File: src/rtl/arbitro_clasificacion_if.sv
// arbitro_clasificacion_if: Main FIFO read side and VC0/VC1 push side of the classifier
interface arbitro_clasificacion_if #(
  parameter int DATA_WIDTH = 6,
  parameter int CNT_W      = 5
);
  logic [DATA_WIDTH-1:0] Main_in;
  logic                  Main_empty;
  logic                  VC0_pause;
  logic                  VC1_pause;
  logic                  Main_pop;
  logic                  VC0_push;
  logic                  VC1_push;
  logic [DATA_WIDTH-1:0] VC0_out;
  logic [DATA_WIDTH-1:0] VC1_out;
  logic [CNT_W-1:0]      VC0_count;
  logic [CNT_W-1:0]      VC1_count;
  logic                  idle;
  modport master (
    input  Main_in, Main_empty, VC0_pause, VC1_pause,
    output Main_pop, VC0_push, VC1_push, VC0_out, VC1_out, VC0_count, VC1_count, idle
  );
  modport slave (
    output Main_in, Main_empty, VC0_pause, VC1_pause,
    input  Main_pop, VC0_push, VC1_push, VC0_out, VC1_out, VC0_count, VC1_count, idle
  );
endinterface

File: src/rtl/arbitro_clasificacion.sv
// arbitro_clasificacion: drains the Main FIFO and pushes each word to VC0 or VC1 by its class bit,
// parking it in a one-entry hold register while the target VC is paused.
module arbitro_clasificacion #(
  parameter int DATA_WIDTH = 6,
  parameter int CLASS_BIT  = 5,
  parameter int CNT_W      = 5
) (
  input logic                    clk,
  input logic                    reset_L,
  arbitro_clasificacion_if.master arb_io
);
  localparam logic [1:0] IDLE = 2'd0;
  localparam logic [1:0] FLOW = 2'd1;
  localparam logic [1:0] HOLD = 2'd2;
  logic [1:0]            state_q, state_d;
  logic [DATA_WIDTH-1:0] hold_q, word;
  logic                  hold_v_q;
  logic                  pause_in, pause_h, pop, park, do_push, tgt;
  logic                  vc0_push_q, vc1_push_q;
  logic [DATA_WIDTH-1:0] vc0_out_q, vc1_out_q;
  logic [CNT_W-1:0]      vc0_cnt_q, vc1_cnt_q;
  always_comb begin
    pause_in = arb_io.Main_in[CLASS_BIT] ? arb_io.VC1_pause : arb_io.VC0_pause;
    pause_h  = hold_q[CLASS_BIT] ? arb_io.VC1_pause : arb_io.VC0_pause;
    park     = (state_q == FLOW) & pause_in;
    pop      = ~arb_io.Main_empty & (state_q != HOLD) & ~park;
    word     = (state_q == HOLD) ? hold_q : arb_io.Main_in;
    do_push  = ((state_q == FLOW) & ~pause_in) | ((state_q == HOLD) & ~pause_h);
    tgt      = word[CLASS_BIT];
    state_d  = (state_q == HOLD) ? (pause_h ? HOLD : IDLE) :
               park ? HOLD : pop ? FLOW : IDLE;
  end
  always_ff @(posedge clk or negedge reset_L) begin
    if (!reset_L) begin
      state_q    <= IDLE;
      hold_q     <= '0;
      hold_v_q   <= 1'b0;
      vc0_push_q <= 1'b0;
      vc1_push_q <= 1'b0;
      vc0_out_q  <= '0;
      vc1_out_q  <= '0;
      vc0_cnt_q  <= '0;
      vc1_cnt_q  <= '0;
    end else begin
      state_q    <= state_d;
      vc0_push_q <= do_push & ~tgt;
      vc1_push_q <= do_push & tgt;
      if (do_push & ~tgt) begin
        vc0_out_q <= word;
        vc0_cnt_q <= vc0_cnt_q + 1'b1;
      end
      if (do_push & tgt) begin
        vc1_out_q <= word;
        vc1_cnt_q <= vc1_cnt_q + 1'b1;
      end
      if (park) begin
        hold_q   <= arb_io.Main_in;
        hold_v_q <= 1'b1;
      end else if ((state_q == HOLD) & ~pause_h) begin
        hold_v_q <= 1'b0;
      end
    end
  end
  assign arb_io.Main_pop  = pop;
  assign arb_io.VC0_push  = vc0_push_q;
  assign arb_io.VC1_push  = vc1_push_q;
  assign arb_io.VC0_out   = vc0_out_q;
  assign arb_io.VC1_out   = vc1_out_q;
  assign arb_io.VC0_count = vc0_cnt_q;
  assign arb_io.VC1_count = vc1_cnt_q;
  assign arb_io.idle      = (state_q == IDLE) & ~hold_v_q & arb_io.Main_empty;
endmodule

File: src/flat_wrapper.sv
// flat-port wrapper written by rule: the top's interface ports become plain ports
module arbitro_clasificacion_flat 
#(
  parameter int DATA_WIDTH = 6,
  parameter int CLASS_BIT  = 5,
  parameter int CNT_W      = 5
)
  (clk, reset_L, arb_io_Main_in, arb_io_Main_empty, arb_io_VC0_pause, arb_io_VC1_pause, arb_io_Main_pop, arb_io_VC0_push, arb_io_VC1_push, arb_io_VC0_out, arb_io_VC1_out, arb_io_VC0_count, arb_io_VC1_count, arb_io_idle);
  arbitro_clasificacion_if #(.DATA_WIDTH(DATA_WIDTH), .CNT_W(CNT_W)) arb_io_i ();
  input logic clk;
  input logic reset_L;
  input wire logic [$bits(arb_io_i.Main_in)-1:0] arb_io_Main_in;
  input wire logic [$bits(arb_io_i.Main_empty)-1:0] arb_io_Main_empty;
  input wire logic [$bits(arb_io_i.VC0_pause)-1:0] arb_io_VC0_pause;
  input wire logic [$bits(arb_io_i.VC1_pause)-1:0] arb_io_VC1_pause;
  output wire logic [$bits(arb_io_i.Main_pop)-1:0] arb_io_Main_pop;
  output wire logic [$bits(arb_io_i.VC0_push)-1:0] arb_io_VC0_push;
  output wire logic [$bits(arb_io_i.VC1_push)-1:0] arb_io_VC1_push;
  output wire logic [$bits(arb_io_i.VC0_out)-1:0] arb_io_VC0_out;
  output wire logic [$bits(arb_io_i.VC1_out)-1:0] arb_io_VC1_out;
  output wire logic [$bits(arb_io_i.VC0_count)-1:0] arb_io_VC0_count;
  output wire logic [$bits(arb_io_i.VC1_count)-1:0] arb_io_VC1_count;
  output wire logic [$bits(arb_io_i.idle)-1:0] arb_io_idle;
  assign arb_io_i.Main_in = arb_io_Main_in;
  assign arb_io_i.Main_empty = arb_io_Main_empty;
  assign arb_io_i.VC0_pause = arb_io_VC0_pause;
  assign arb_io_i.VC1_pause = arb_io_VC1_pause;
  assign arb_io_Main_pop = arb_io_i.Main_pop;
  assign arb_io_VC0_push = arb_io_i.VC0_push;
  assign arb_io_VC1_push = arb_io_i.VC1_push;
  assign arb_io_VC0_out = arb_io_i.VC0_out;
  assign arb_io_VC1_out = arb_io_i.VC1_out;
  assign arb_io_VC0_count = arb_io_i.VC0_count;
  assign arb_io_VC1_count = arb_io_i.VC1_count;
  assign arb_io_idle = arb_io_i.idle;
  arbitro_clasificacion #(.DATA_WIDTH(DATA_WIDTH), .CLASS_BIT(CLASS_BIT), .CNT_W(CNT_W)) u_core (.clk(clk), .reset_L(reset_L), .arb_io(arb_io_i));
endmodule
File: config.mk
export PLATFORM = sky130hd
export DESIGN_NAME = arbitro_clasificacion_flat
export DESIGN_NICKNAME = d
export VERILOG_FILES = /design/src/rtl/arbitro_clasificacion_if.sv /design/src/rtl/arbitro_clasificacion.sv /design/src/flat_wrapper.sv
export SDC_FILE = /design/constraint.sdc
export NUM_CORES = 1
export LEC_CHECK = 0
export ABC_AREA = 0
export CORE_UTILIZATION = 25
export DETAILED_ROUTE_END_ITERATION = 16
export PLACE_DENSITY = 0.47
export SYNTH_ARGS = -nofsm -noshare
export SYNTH_HDL_FRONTEND = slang
export SYNTH_SLANG_ARGS = --single-unit
File: constraint.sdc
create_clock -name clk -period 1.3 [get_ports clk]
set_input_delay 0.26 -clock clk [delete_from_list [all_inputs] [get_ports clk]]
set_output_delay 0.26 -clock clk [all_outputs]
set_load 0.05 [all_outputs]
* After elaboration in Yosys (flattened, before gate mapping)
Index checks and enable logic that the tools add are counted.
Cells by class: reductions and logical operators 2, eq/ne operators 3, bitwise gates (word level) 16, muxes and demuxes 9, add/subtract/negate cells 2
Operator list (number):
- 5-bit by 1-bit adder with 5-bit output (second input constant) | 2
- 1-bit AND | 9
- 2-bit 2-to-1 mux | 3
- 6-bit 2-to-1 mux | 1
- 1-bit NOT | 6
- 1-bit 2-to-1 mux | 5
- 2-bit by 1-bit equality test with 1-bit output (second input constant) | 1
- 2-bit equality test (second input constant) | 1
- 2-bit logical NOT | 1
- 2-bit inequality test (second input constant) | 1
- 2-bit nonzero test | 1
- 1-bit bitwise OR | 1
Word-level totals: logic and storage cells 41, register bits 33, output and inout port bits 26, input bits 11

* Logic depth before layout (Yosys ltp)
Gate-level depths: netlist (run 1).
word-level depth 7, depth in mapped cells 4, mapped depth without buffers 4

* Least setup slack after synthesis (run 1)
No wires, ideal clock.
path kind register to output, start register u_core.state_q[0], end output port arb_io_idle, buffers on the path 0, stages on the path, launching flop included 2, path slack -1.120 ns, data required time 1.040 ns, data arrival time 2.160 ns, cell sequence dfrtp_1 > nor4b_1
On the way: word-level cells in the longest chain between the ends 3
RTL lines:
- start: declaration | line arbitro_clasificacion.sv:15 | logic [1:0] state_q, state_d;
- start signal: assignment | line arbitro_clasificacion.sv:45 | state_q <= state_d;
- 2-bit logical NOT | line arbitro_clasificacion.sv:71 | assign arb_io.idle = (state_q == IDLE) & ~hold_v_q & arb_io.Main_empty;
- 1-bit AND (2 in series) | line arbitro_clasificacion.sv:71
- end: declaration | line flat_wrapper.sv:23 | output wire logic [$bits(arb_io_i.idle)-1:0] arb_io_idle;
Every way passes these cells.

* Worst setup path after layout (run 1)
start register u_core.state_q[0], end register u_core.vc0_out_q[2], in the netlist u_core.arb_io.VC0_out[2]
On the way: word-level cells in the longest chain between the ends 4, elaborated cells between the ends (all ways) 8, those cells by class eq/ne: 2; mux: 1; bitwise: 5
RTL lines:
- 2-bit by 1-bit equality test with 1-bit output or 2-bit equality test (tied branches) | line arbitro_clasificacion.sv:28, arbitro_clasificacion.sv:27
- 1-bit AND or 6-bit 2-to-1 mux (tied branches) | line arbitro_clasificacion.sv:28, arbitro_clasificacion.sv:27
- 1-bit bitwise OR or 1-bit NOT (tied branches) | line arbitro_clasificacion.sv:28, arbitro_clasificacion.sv:48
- 1-bit AND | line arbitro_clasificacion.sv:48 | if (do_push & ~tgt) begin
- end signal: assignment | line arbitro_clasificacion.sv:49 | vc0_out_q <= word;
- end: declaration | line arbitro_clasificacion.sv:20 | logic [DATA_WIDTH-1:0] vc0_out_q, vc1_out_q;
Parallel ways exist; a longest one is shown, timed or not. A chain may end at the register's enable or synchronous reset.

==> results.sh, run 1 <==
export IMPL_status="finished with violations"
export IMPL_violations="setup timing"
export IMPL_tightest_slew_ns=0.289
export IMPL_num_fill_cells=491
export IMPL_die_area_mm2=0.00635
export IMPL_yosysTopAreaCell="dfrtp_1"
export IMPL_grt_pass1_wl_mm=5.97
export IMPL_busiest_layer="met2"
export IMPL_grt_use_met1_pct=16.1
export IMPL_clock_sinks=33
export IMPL_clk_pin_slew_ns=0.07
export IMPL_period_needed_ns=1.63
export IMPL_first_pass_iters=2
export IMPL_finalSetupViolCount=31
export IMPL_grt_pass1_vias=1183
export IMPL_crit_path_max_incr_delay_ns=0.49
export IMPL_place_gp_congestion=0.736
export IMPL_ys_ff_latch=33
export IMPL_regArea_um2=833
export IMPL_r2r_cells=5
export IMPL_rsz0062_at_grt="true"
export IMPL_cp_max_fo=6
export IMPL_cp_endpoint="u_core.arb_io.VC0_out[2]"
export IMPL_max_slew_margin_pct=80.7
export IMPL_max_vdd_ir_drop_mv=1.10
export IMPL_r2r_slack_ns=-0.33
export IMPL_wl_mm=3.59
export IMPL_io_pins=37
export IMPL_design_area_mm2=0.00275
export IMPL_hold_class="primary input to asynchronous set/reset pin"
export IMPL_drive_gt1_share_pct=63.7
export IMPL_synth_cell_type_count=29
export IMPL_finClkSkew_ns=0.00296
export IMPL_multi_input_area_um2=773
export IMPL_hpwl_mm=2.31
export IMPL_vias=1083
export IMPL_met2_usage_pct=20.9
export IMPL_layout_setup_ws_ns=-0.326
export IMPL_use_met3_pct=3.43
export IMPL_synth_top_cell_area_share_pct=54.8
export IMPL_crit_required_ns=1.47
export IMPL_synth_nets=116
export IMPL_crit_slowest_cell="dfrtp_2"
export IMPL_hold_buffers=0
export IMPL_slew_violations=0
export IMPL_wire_per_inst_um=14.3
export IMPL_die_height_um=79.7
export IMPL_crit_top_cell="buf_4"
export IMPL_crit_path_end_kind="flop"
export IMPL_r2r_start="u_core.state_q[0]"
export IMPL_cap_viol_max_count=0
export IMPL_numCtsBuffers=5
export IMPL_ant_nets=0
export IMPL_synth_area_mm2=0.00151
export IMPL_drc=0
export IMPL_clockRootBuffer="clkbuf_8"
export IMPL_crit_path_start="u_core.state_q[0]"
export IMPL_n_antenna_cell=0
export IMPL_hold_violations=0
export IMPL_fmax_ghz=0.615
export IMPL_crit_arrival_ns=1.79
export IMPL_dpl_cell_area_mm2=0.00243
export IMPL_syn_inst=103
export IMPL_syn_avg_cell_area_um2=14.6
export IMPL_clk_latency_ns=0.28
export IMPL_routed_via_density=4.31
export IMPL_start_util_pct=26.6
export IMPL_drtIter0Drc=21
export IMPL_cts_buffer_depth=2
export IMPL_die_w_um=79.7
export IMPL_syn_to_final_growth_pct=82.6
export IMPL_cts_tree="yes"
export IMPL_yosysWarnings=0
export IMPL_coreArea_mm2=0.00568
export IMPL_worst_r2r_endpoint="u_core.arb_io.VC0_out[2]"
export IMPL_row_count=27
export IMPL_final_period_utilization_pct=125
export IMPL_globalRoute_totalOverflow=0
export IMPL_power_density_mw_per_mm2=2250
export IMPL_portBuffers=36
export IMPL_grt_start_max_net_pins=34
export IMPL_grt_usage_pct=12.9
export IMPL_ys_top_cells_by_area="dfrtp_1 55%, mux2_4 11%, mux2_1 5.2%"
export IMPL_crit_chain="buf_4 -> nor4b_4 -> buf_4 -> nor2_4 -> mux2_4"
export IMPL_synth_seq_area_share_pct=54.8
export IMPL_cts_htree_levels=2
export IMPL_antenna_found_initial=0
export IMPL_leakage_nw=1.26
export IMPL_crit_type="flop to flop"
export IMPL_fin_util_pct=48.5
export IMPL_cp_start_kind="flop"
export IMPL_nets=191
[registers in the layout, indices dropped and copies added (netlist names)]
register,flops
u_core.arb_io.VC0_out,6
u_core.arb_io.VC1_out,6
u_core.hold_q,6
u_core.arb_io.VC0_count,5
u_core.arb_io.VC1_count,5
u_core.state_q,2
u_core.arb_io.VC0_push,1
u_core.arb_io.VC1_push,1
u_core.hold_v_q,1
[worst min-delay path by stage]
stage / startpoint / end / slack [ns] / depth (start not counted)
CTS: reset_L / u_core.arb_io.VC1_out[4] / 0.35 / 2
global placement: u_core.hold_q[1] / u_core.hold_q[1] / 0.50 / 1
finish: reset_L / u_core.arb_io.VC1_count[4] / 0.35 / 2
detailed placement: u_core.hold_q[1] / u_core.hold_q[1] / 0.50 / 1
global route: reset_L / u_core.arb_io.VC1_count[4] / 0.36 / 2
floorplan: reset_L / u_core.arb_io.VC0_count[0] / -0.04 / 0
[layout by cell type, fill, tap and decap left out, types with 3 or more instances in the layout]
master,netlist,layout
and3_1,5,4
buf_12,0,30
buf_4,1,19
buf_6,1,9
clkbuf_8,0,5
clkdlybuf4s50_1,0,7
dfrtp_1,33,27
dfrtp_2,0,6
dlygate4sd2_1,0,3
mux2_4,11,23
nor2_4,2,3
nor4b_4,2,3
o21ai_1,2,3
xnor2_1,8,8
[metrics by stage]
stage | hold slack (ns) | instances | total power, W | setup slack [ns] | setup TNS [ns]
global placement | 0.498 | 229 | 0.00514 | -0.574 | -15.76
CTS | 0.353 | 252 | 0.00617 | -0.340 | -6.53
finish | 0.348 | 251 | 0.00619 | -0.326 | -6.54
detailed placement | 0.500 | 229 | 0.00517 | -0.589 | -15.68
global route | 0.359 | 251 | 0.00649 | -0.364 | -7.84
floorplan | -0.0356 | 103 | 0.00341 | -0.267 | -1.79
[metal layers]
metal	wire length (um)	vias to the layer above
li1	-	513
met4	67	0
met3	141	6
met1	1600	536
met5	0	-
met2	1790	28
[cells by family (layout without fill, tap and decap cells)]
| kind of cell | after synthesis | after routing | share of synthesized area, % |
|---|---|---|---|
| flip-flops | 33 | 33 | 54.8 |
| multiplexers | 24 | 24 | 20.6 |
| AND/OR/NAND/NOR | 20 | 21 | 12.4 |
| AO/OA/AOI/OAI | 10 | 10 | 3.73 |
| XOR/XNOR | 8 | 8 | 4.65 |
| buffers and inverters | 6 | 81 | 2.24 |
| adder cells (fa/ha/maj) | 2 | 2 | 1.66 |
[critical path: cells and delay by family (launching register included)]
| family | cells | cell delay (ns) |
|---|---|---|
| DFF | 1 | 0.49 |
| and+or+nand+nor | 2 | 0.36 |
| muxes | 1 | 0.33 |
| buffers and inverters | 2 | 0.32 |
[synth_stat cells]
master,count
a21o_1,1
a21oi_1,1
a31oi_1,1
and2_2,1
and3_1,5
and4bb_2,1
and4bb_4,1
buf_4,1
buf_6,1
dfrtp_1,33
ha_1,2
inv_1,4
mux2_1,7
mux2_2,5
mux2_4,11
mux2i_1,1
nand2_1,1
nand3b_1,1
nor2_1,1
nor2_4,2
nor2b_2,1
nor3_1,2
nor4b_1,1
nor4b_4,2
o21ai_0,4
o21ai_1,2
o21bai_1,1
or3_1,1
xnor2_1,8
[report_power, final]
part	switching, W	total [W]	internal [W]
registers	0.000488	0.00192	0.00143
logic	0.00159	0.00354	0.00195
clock network	0.000363	0.000734	0.000371
[layout make-up]
cell class / count / share of cell area, %
Tap cell: 72 / 3.27
Sequential cell: 33 / 30.3
Inverter: 4 / 0.636
Timing Repair Buffer: 69 / 34.7
Clock buffer: 6 / 2.64
Multi-Input combinational cell: 65 / 28.1
Clock inverter: 2 / 0.364
[timing repair]
action                                  4_1_cts  5_1_grt
gates cloned                                  1        0
buffers inserted                             14        1
pin swaps                                     6       10
endpoints found under the setup margin       33       32
gates resized for setup                      27       17
Power figures use the tool's default switching activity.
==> inputs of run 2 (changes only) <==
Settings changed: PLACE_DENSITY 0.47 to 0.45, SLEW_MARGIN set to 30.
Clock period 1.3 ns to 2 ns, I/O delays scaled along.
==> run 2 against run 1 <==
Effect of this change:
- non-clock buffer count down 20
- die area unchanged
- core utilization down 10 points
- the flow now finishes without violations
- clock skew about the same
- final area down 21%
- combinational power down 54%
- global-route usage down 1.8 points
==> results.sh, run 2 (synthesis results as in run 1) <==
export IMPL_crit_slowest_cell="mux2_1"
export IMPL_crit_path_max_incr_delay_ns=0.31
export IMPL_sw_frac_of_total_pct=42.7
export IMPL_crit_buf_inv=2
export IMPL_io_pins=37
export IMPL_clk_pin_slew_ns=0.06
export IMPL_pre_cts_ws_ns=-0.235
export IMPL_antenna_found_initial=0
export IMPL_start_util_pct=26.6
export IMPL_cts_htree_levels=2
export IMPL_crit_family="buffers and inverters"
export IMPL_portBuffers=36
export IMPL_syn_to_final_growth_pct=44.4
export IMPL_layout_setup_ws_ns=0.0687
export IMPL_row_count=27
export IMPL_ant_nets=0
export IMPL_rsz0062_at_grt="false"
export IMPL_die_w_um=79.7
export IMPL_wl_mm=3.09
export IMPL_power_share_clock_pct=15.2
export IMPL_hold_slack_ns=0.472
export IMPL_drtIter0Drc=49
export IMPL_cp_max_fo=2
export IMPL_die_area_mm2=0.00635
export IMPL_drive_gt1_share_pct=31.2
export IMPL_status="finished, final reports clean"
export IMPL_p_total_w=0.00325
export IMPL_final_period_utilization_pct=96.6
export IMPL_globalRoute_totalOverflow=0
export IMPL_cts_tree="yes"
export IMPL_slew_violations=0
export IMPL_crit_required_ns=1.60
export IMPL_grt_usage_pct=11.1
export IMPL_crit_arrival_ns=1.53
export IMPL_hold_class="flop to flop"
export IMPL_power_density_mw_per_mm2=1490
export IMPL_post_cts_setup_buffers=0
export IMPL_wire_per_inst_um=13.5
export IMPL_crit_chain="dlygate4sd2_1 -> mux2_1 -> and3_4 -> nor3_4 -> buf_12"
export IMPL_clk_latency_ns=0.28
export IMPL_p_sw_w=0.00139
export IMPL_num_fill_cells=560
export IMPL_clockRootBuffer="clkbuf_8"
export IMPL_pwr_share_comb_pct=50.2
export IMPL_hold_buffers=0
export IMPL_layout_common_cells="32 x dfrtp_1, 31 x clkdlybuf4s50_1, 12 x buf_4, 11 x mux2_4, 8 x xnor2_1"
export IMPL_nets=170
export IMPL_vias=978
export IMPL_grt_start_max_net_pins=34
export IMPL_hold_violations=0
export IMPL_leakage_nw=0.947
export IMPL_die_height_um=79.7
export IMPL_grt_pass1_vias=1012
export IMPL_internal_power_w=0.00186
export IMPL_final_common_cell="dfrtp_1"
export IMPL_finClkSkew_ns=0.00259
export IMPL_coreArea_mm2=0.00568
export IMPL_max_vdd_ir_drop_mv=0.684
export IMPL_fmax_ghz=0.518
export IMPL_drc=0
export IMPL_crit_path_end_kind="output port"
export IMPL_max_slew_margin_pct=66.6
export IMPL_period_needed_ns=1.93
export IMPL_first_pass_iters=3
export IMPL_cts_buffer_depth=2
export IMPL_routed_via_density=4.27
export IMPL_finalSetupViolCount=0
export IMPL_clock_sinks=33
export IMPL_grt_pass1_wl_mm=5.26
export IMPL_numCtsBuffers=5
export IMPL_crit_type="primary input to output port"
export IMPL_n_antenna_cell=0
export IMPL_cap_viol_max_count=0
export IMPL_tightest_slew_ns=0.500
export IMPL_pwr_share_seq_pct=34.6
export IMPL_place_gp_congestion=0.700
export IMPL_cp_start_kind="primary input"
export IMPL_hpwl_mm=2.16
[run 2: cell types whose count changed in the layout (fill, tap and decap cells not counted), moves of 7 or more]
cell	previous run	this run
buf_6	9	0
mux2_1	0	7
clkdlybuf4s50_1	7	31
buf_4	19	12
buf_12	30	3
mux2_4	23	11
[run 2: what timing repair did]
item                                   CTS  global route
pin swaps                                1             1
endpoints found under the hold margin    0             0
resized for setup                        5             2
setup endpoints to repair                1             1
[run 2: worst paths after layout]
| path | startpoint | to | slack, ns | cells past startpoint |
|---|---|---|---|---|
| hold reg to reg | u_core.arb_io.VC1_count[4] | u_core.arb_io.VC1_count[4] | 0.47 | 1 |
| max in group asynchronous | reset_L | u_core.state_q[1] | 1.15 | 2 |
| setup / recovery | arb_io_VC1_pause | arb_io_Main_pop | 0.07 | 5 |
| setup reg to reg | u_core.state_q[0] | u_core.arb_io.VC0_out[1] | 0.41 | 4 |
| hold / removal | u_core.arb_io.VC1_count[4] | u_core.arb_io.VC1_count[4] | 0.47 | 1 |
| min in group asynchronous | reset_L | u_core.arb_io.VC1_count[4] | 0.53 | 2 |
[run 2: stage by stage]
step / area (um^2) / std cells / TNS [ns] / utilization (%)
detailed placement: 2090 / 222 / -0.751 / 36.8
CTS: 2170 / 229 / 0 / 38.3
finish: 2180 / 229 / 0 / 38.4
global route: 2180 / 229 / 0 / 38.4
floorplan: 1530 / 103 / 0 / -
global placement: 2090 / 222 / -0.637 / 36.8
[run 2: final cells by class]
class | instances | area (um^2) | share of cell area (%)
flip-flops and latches | 33 | 827 | 38.0
multi-input cells | 64 | 671 | 30.8
repair buffers | 49 | 488 | 22.4
well taps | 72 | 90.1 | 4.14
clock buffers | 7 | 86.3 | 3.97
inverters | 4 | 15.0 | 0.690
[run 2: metal layers]
metal  track usage, %  vias to the layer above  share of wire [%]
met5                0                        -                  0
met4             4.36                        0                1.2
met3             3.43                        5                6.2
met2             15.8                       31                 43
met1             15.6                      473                 49
li1                 -                      469                  -
[run 2: power groups by stage]
stage	Sequential [W]	Combinational, W	Clock (W)
after CTS	0.00112	0.00165	0.000523
final	0.00112	0.00163	0.000494
after floorplan	0.00177	0.000420	0
after global routing	0.00117	0.00172	0.000553
after global placement	0.00112	0.00163	0
after detailed placement	0.00113	0.00164	0
